### src/rtl/i2c_slave_responder.sv
// I2C target: START/STOP detection, 7-bit address match, register pointer byte,
// then auto-incrementing register writes or reads through a host register port.
module i2c_slave_responder #(
  parameter int                             SLAVE_ADDRESS_WIDTH    = 7,
  parameter logic [SLAVE_ADDRESS_WIDTH-1:0] SLAVE_ADDRESS          = 7'h68,
  parameter int                             REGISTER_ADDRESS_WIDTH = 8,
  parameter int                             DATA_WIDTH             = 8,
  parameter bit                             SHIFT_DIR              = 1'b0
) (
  input  logic                              pclk,
  input  logic                              areset,
  input  logic                              scl_i,
  input  logic                              sda_i,
  output logic                              sda_oe,
  output logic                              reg_wr_en,
  output logic                              reg_rd_en,
  output logic [REGISTER_ADDRESS_WIDTH-1:0] reg_addr,
  output logic [DATA_WIDTH-1:0]             reg_wdata,
  input  logic [DATA_WIDTH-1:0]             reg_rdata,
  output logic                              busy,
  output logic                              txn_done
);

  typedef enum logic [3:0] {
    IDLE, ADDR, ADDR_ACK, REG, REG_ACK, WDATA, WDATA_ACK, RDATA, RDATA_ACK
  } state_t;

  state_t state, state_nxt;

  logic scl_m, scl_s, scl_d, sda_m, sda_s, sda_d;
  logic scl_rise, scl_fall, start_det, stop_det;

  logic [3:0]                        cnt, cnt_nxt;
  logic [7:0]                        rx, rx_nxt;
  logic [DATA_WIDTH-1:0]             tx;
  logic [REGISTER_ADDRESS_WIDTH-1:0] ptr, ptr_nxt, addr_nxt;
  logic [DATA_WIDTH-1:0]             wdata_nxt;
  logic rw, rw_nxt, mack, mack_nxt, addressed, addressed_nxt, rd_cap;
  logic oe_nxt, wr_nxt, rd_nxt, busy_nxt, done_nxt;
  logic byte_done, addr_match;

  function automatic logic [7:0] shift_in(input logic [7:0] r, input logic b, input logic lsb);
    shift_in = lsb ? {b, r[7:1]} : {r[6:0], b};
  endfunction

  function automatic logic tx_bit(input logic [DATA_WIDTH-1:0] d, input logic [3:0] idx);
    logic [DATA_WIDTH-1:0] sh;
    sh     = SHIFT_DIR ? (d >> idx) : (d << idx);
    tx_bit = SHIFT_DIR ? sh[0] : sh[DATA_WIDTH-1];
  endfunction

  // Pad synchronisers; idle bus level is high so reset to 1 avoids phantom edges
  always_ff @(posedge pclk or negedge areset) begin
    if (!areset) begin
      {scl_m, scl_s, scl_d} <= 3'b111;
      {sda_m, sda_s, sda_d} <= 3'b111;
    end else begin
      {scl_m, scl_s, scl_d} <= {scl_i, scl_m, scl_s};
      {sda_m, sda_s, sda_d} <= {sda_i, sda_m, sda_s};
    end
  end

  assign scl_rise   = scl_s & ~scl_d;
  assign scl_fall   = ~scl_s & scl_d;
  assign start_det  = scl_s & scl_d & sda_d & ~sda_s;
  assign stop_det   = scl_s & scl_d & ~sda_d & sda_s;
  assign byte_done  = (cnt == 4'd8);
  assign addr_match = (rx[7:8-SLAVE_ADDRESS_WIDTH] == SLAVE_ADDRESS);

  always_ff @(posedge pclk or negedge areset) begin
    if (!areset) state <= IDLE;
    else         state <= state_nxt;
  end

  always_comb begin
    state_nxt = state;
    if (stop_det)       state_nxt = IDLE;
    else if (start_det) state_nxt = ADDR;
    else begin
      case (state)
        ADDR:      if (scl_fall && byte_done) state_nxt = addr_match ? ADDR_ACK : IDLE;
        ADDR_ACK:  if (scl_fall) state_nxt = rw ? RDATA : REG;
        REG:       if (scl_fall && byte_done) state_nxt = REG_ACK;
        REG_ACK:   if (scl_fall) state_nxt = WDATA;
        WDATA:     if (scl_fall && byte_done) state_nxt = WDATA_ACK;
        WDATA_ACK: if (scl_fall) state_nxt = WDATA;
        RDATA:     if (scl_fall && byte_done) state_nxt = RDATA_ACK;
        RDATA_ACK: if (scl_fall) state_nxt = mack ? RDATA : IDLE;
        default:   state_nxt = state;
      endcase
    end
  end

  always_comb begin
    oe_nxt        = sda_oe;
    cnt_nxt       = cnt;
    rx_nxt        = rx;
    ptr_nxt       = ptr;
    addr_nxt      = reg_addr;
    wdata_nxt     = reg_wdata;
    wr_nxt        = 1'b0;
    rd_nxt        = 1'b0;
    busy_nxt      = busy;
    done_nxt      = 1'b0;
    rw_nxt        = rw;
    mack_nxt      = mack;
    addressed_nxt = addressed;
    if (stop_det) begin
      oe_nxt        = 1'b0;
      busy_nxt      = 1'b0;
      done_nxt      = addressed;
      addressed_nxt = 1'b0;
    end else if (start_det) begin
      oe_nxt   = 1'b0;
      busy_nxt = 1'b1;
      cnt_nxt  = 4'd0;
    end else begin
      case (state)
        ADDR, REG, WDATA: begin
          if (scl_rise && !byte_done) begin
            rx_nxt  = shift_in(rx, sda_s, (state != ADDR) && SHIFT_DIR);
            cnt_nxt = cnt + 4'd1;
          end
          if (scl_fall && byte_done) begin
            cnt_nxt = 4'd0;
            if (state == ADDR) begin
              if (addr_match) begin
                oe_nxt        = 1'b1;
                rw_nxt        = rx[0];
                addressed_nxt = 1'b1;
                if (rx[0]) begin
                  rd_nxt   = 1'b1;
                  addr_nxt = ptr;
                end
              end
            end else if (state == REG) begin
              oe_nxt  = 1'b1;
              ptr_nxt = REGISTER_ADDRESS_WIDTH'(rx);
            end else begin
              oe_nxt    = 1'b1;
              wr_nxt    = 1'b1;
              addr_nxt  = ptr;
              wdata_nxt = DATA_WIDTH'(rx);
              ptr_nxt   = ptr + REGISTER_ADDRESS_WIDTH'(1);
            end
          end
        end
        ADDR_ACK, REG_ACK, WDATA_ACK: begin
          if (scl_fall) begin
            cnt_nxt = 4'd0;
            oe_nxt  = (state == ADDR_ACK && rw) ? ~tx_bit(tx, 4'd0) : 1'b0;
          end
        end
        RDATA: begin
          if (scl_rise && !byte_done) cnt_nxt = cnt + 4'd1;
          if (scl_fall) begin
            if (byte_done) begin
              oe_nxt  = 1'b0;
              ptr_nxt = ptr + REGISTER_ADDRESS_WIDTH'(1);
            end else begin
              oe_nxt = ~tx_bit(tx, cnt);
            end
          end
        end
        RDATA_ACK: begin
          if (scl_rise) begin
            mack_nxt = ~sda_s;
            if (!sda_s) begin
              rd_nxt   = 1'b1;
              addr_nxt = ptr;
            end
          end
          if (scl_fall) begin
            cnt_nxt = 4'd0;
            oe_nxt  = mack ? ~tx_bit(tx, 4'd0) : 1'b0;
          end
        end
        default: ;
      endcase
    end
  end

  always_ff @(posedge pclk or negedge areset) begin
    if (!areset) begin
      sda_oe    <= 1'b0;
      reg_wr_en <= 1'b0;
      reg_rd_en <= 1'b0;
      reg_addr  <= '0;
      reg_wdata <= '0;
      busy      <= 1'b0;
      txn_done  <= 1'b0;
      cnt       <= 4'd0;
      ptr       <= '0;
      rw        <= 1'b0;
      mack      <= 1'b0;
      addressed <= 1'b0;
      rd_cap    <= 1'b0;
    end else begin
      sda_oe    <= oe_nxt;
      reg_wr_en <= wr_nxt;
      reg_rd_en <= rd_nxt;
      reg_addr  <= addr_nxt;
      reg_wdata <= wdata_nxt;
      busy      <= busy_nxt;
      txn_done  <= done_nxt;
      cnt       <= cnt_nxt;
      ptr       <= ptr_nxt;
      rw        <= rw_nxt;
      mack      <= mack_nxt;
      addressed <= addressed_nxt;
      rd_cap    <= reg_rd_en;
    end
  end

  // Read data arrives the cycle after reg_rd_en and is held for the TX byte
  always_ff @(posedge pclk) begin
    rx <= rx_nxt;
    if (rd_cap) tx <= reg_rdata;
  end

endmodule
### config.mk
export PLATFORM = sky130hd
export DESIGN_NAME = i2c_slave_responder
export DESIGN_NICKNAME = d
export VERILOG_FILES = /design/src/rtl/i2c_slave_responder.sv
export SDC_FILE = /design/constraint.sdc
export NUM_CORES = 1
export LEC_CHECK = 0
export CORE_UTILIZATION = 25
export CTS_BUF_LIST = sky130_fd_sc_hd__clkbuf_2
export DETAILED_ROUTE_END_ITERATION = 6
export SETUP_SLACK_MARGIN = 0.02
export SLEW_MARGIN = 10
export SYNTH_ARGS = -nofsm -noshare
export SYNTH_HDL_FRONTEND = slang
export SYNTH_SLANG_ARGS = --single-unit
### constraint.sdc
create_clock -name pclk -period 5.1 [get_ports pclk]
set_input_delay 1.53 -clock pclk [delete_from_list [all_inputs] [get_ports pclk]]
set_output_delay 1.53 -clock pclk [all_outputs]
set_load 0.005 [all_outputs]
==> impl_metrics.yaml <==
worst_setup_path:
  max_stage_delay_ns: 0.53
  critical_path_buf_inv_count: 1
  cp.arrival_ns: 1.45
  crit_family: "buffers and inverters"
  critPathLaunch: "reg_addr[0]"
  cp-end-kind: "primary output"
  cp-start-kind: "flip-flop"
  slowest_stage: "clkdlybuf4s50_1"
  cp_cell_sequence: "clkdlybuf4s50_1"
  path_class: "flip-flop to primary output"
  crit_path_max_fanout: 2
  r2r_start: "cnt[0]"
  cp.required_ns: 3.57
layout:
  fin_util_pct: 30.5
  final_layout_size_suffix_gt1_share_pct: 15.7
  multiInputGateArea_mm2: 0.00122
  fillers: 1164
  synthToLayoutAreaGrowth_pct: 18.1
  ff_latch_area_mm2: 0.00166
  fin_nets: 309
logic_synthesis:
  synth-main-ff-cell: "dfrtp_1"
  synthArstFlopShare_pct: 74.6
  yosys_warnings: 0
  synth_nets: 275
  ys_ff_latch: 63
  yosysMostFrequentCell: "dfrtp_1"
  synth_cells: 260
  yosysUniqueCellTypes: 53
  synth_xor_xnor_area_share_pct: 1.18
  synth_top_family_by_area: "simple AND/OR/NAND/NOR gates"
  synth_mux_area_share_pct: 7.82
  synthSimpleGateAreaFrac_pct: 16.2
  synth_top_cell_area_share_pct: 34.7
  synth_area_leaders: "dfrtp_1 (35%), edfxtp_1 (16%), mux2_2 (5.7%), dfstp_2 (5.3%), a21oi_1 (3.2%)"
  synth_top_area_cell: "dfrtp_1"
  synth_edf_count: 16
  yosysSeqAreaShare_pct: 56.2
  synth_common_cells: "dfrtp_1 (41), nand2_1 (20), a21oi_1 (19)"
  synthAdderAreaFrac_pct: 1.27
  syn_area_mm2: 0.00296
  syn_area_per_cell_um2: 11.4
  synth_compound_area_share_pct: 14.8
clocking:
  cts_root_buf: "clkbuf_2"
  cts_hold_buf: 0
  numCtsBuffers: 9
  cts_tree: "built"
  clk_pin_slew_ns: 0.18
  cts_resized: 0
  clock_path_buffers: 2
  htree_levels: 3
  cts.sink_count: 63
  clk_latency_ns: 0.54
  post_cts_buffers: 0
die:
  start_util_pct: 25.8
  die_w_um: 111
  rows: 39
  die-area_mm2: 0.0123
  die_y_um: 111
  core_mm2: 0.0115
  ioPinCount: 33
power_and_ir_drop:
  p_per_area_mw_per_mm2: 278
  power_frac_comb_pct: 15.5
  switchingPower_uw: 295
  power_leakage_nw: 1.45
  switching_share_pct: 30.3
  peakVddDrop_mv: 0.0927
  seqPwrFrac_pct: 59.6
  cellInternalPower_uw: 677
  p_clk_share_pct: 24.9
  power_uw: 972
global_route:
  met3_usage_pct: 3.06
  grt_usage_pct: 10.4
  met2_usage_pct: 14.8
  grt_util_met1_pct: 14.3
  busiest_layer: "met2"
  grt_pass1_wl_um: 10200
  grt_max_degree: 48
  grt-ovfl-total: 0
  antenna_found_initial: 1
  first_global_vias: 2018
sta:
  slew_viol_final: 0
  skew_ns: 0.0321
  timing.fmax_mhz: 335
  fin_crit_sh_pct: 58.5
  max_slew_margin_pct: 32.3
  final_hold_viol_count: 0
  rsz0062_at_grt: "false"
  setup_viol: 0
  tightest_slew_ns: 1.02
  fin_crit_ns: 2.98
  setup-tns-final_ns: 0
min_path:
  hold_start: "scl_m"
  worstHoldPathType: "flip-flop to flip-flop"
route:
  vias: 2042
  ant_nets: 0
  drt-total-wl_um: 5960
  drt_first_pass_iters: 4
  wl_per_cell_um: 13.5
  drt_iter0_drc: 163
  via_per_inst: 4.61
  drc: 0
job:
  drv_cap: 0
run_status:
  status: "complete, no violations"
placement:
  dp_hpwl_um: 4120
  io_buffers: 32
  place_congestion: 0.824
[power by group through the flow]
stage | registers [mW] | clock network, mW | logic (mW)
5_1_grt | 0.584 | 0.275 | 0.171
6_report | 0.579 | 0.242 | 0.151
4_1_cts | 0.579 | 0.252 | 0.153
3_5_place_dp | 0.589 | 0 | 0.152
3_3_place_gp | 0.589 | 0 | 0.151
2_1_floorplan | 0.576 | 0 | 0.114
[worst paths after layout]
path,cells after the start,slack (ns),end
max in group asynchronous,1,3.32,reg_wdata[2]
worst min register to register,0,0.37,scl_s
min in group asynchronous,1,1.14,ptr[4]
worst max-delay path,1,2.12,reg_addr[0]
worst max register to register,6,2.58,reg_wdata[7]
worst min-delay path,0,0.37,scl_s
[cell type report]
class | count | area share, %
clock inverters | 7 | 1.15
flip-flops and latches | 63 | 47.6
inverters | 8 | 0.859
diodes | 1 | 0.0716
well taps | 143 | 5.12
clock buffers | 9 | 1.29
repair buffers | 32 | 9.02
multi-input cells | 180 | 34.9
[metal layers]
layer  share of wire, %  wire length [um]
met1                 51              3060
met2                 44              2600
met3                3.2               192
met4                1.9               112
met5                  0                 0
[registers in the layout, summed over array words and instances (netlist names)]
name and cells:
state 4, scl_s 1, scl_d 1, rd_cap 1, txn_done 1, rx 8
addressed 1, reg_wdata 8, reg_addr 8, scl_m 1, sda_m 1, rw 1
cnt 4, sda_oe 1, reg_rd_en 1, sda_d 1, sda_s 1, ptr 8
reg_wr_en 1, tx 8, mack 1, busy 1
[layout by cell type, fill, tap and decap left out, types with 3 or more instances in the layout]
master            n
a21oi_1          19
a31oi_1           3
and3_1            4
clkbuf_2          9
clkdlybuf4s50_1  31
clkinvlp_4        3
dfrtp_1          41
dfstp_2           6
edfxtp_1         16
ha_1              3
inv_1             8
mux2_2           15
mux2i_1           4
nand2_1          20
nand2b_1          5
nand3_1          15
nand4_1           3
nor2_1           13
nor2b_1           6
nor3_1            8
o21a_1            3
o21ai_0          18
xnor2_1           4
[kinds of logic after synthesis]
family,count (synthesis)
AOI/OAI and AO/OA,66
adders and majority gates,3
xor gates and xnor gates,4
muxes,20
buffers and inverters,17
and+or+nand+nor,87
DFF,63
[per-stage QoR]
| stage | instances | setup WS, ns | hold slack (ns) | area [um2] |
|---|---|---|---|---|
| floorplan | 260 | 3.20 | 0.345 | 2960 |
| global route | 443 | 2.03 | 0.373 | 3500 |
| detailed placement | 426 | 2.61 | 0.347 | 3410 |
| CTS | 442 | 2.07 | 0.368 | 3490 |
| global placement | 426 | 2.63 | 0.346 | 3410 |
| finish | 443 | 2.12 | 0.367 | 3500 |
No activity file was read; power rests on OpenSTA's default activity.
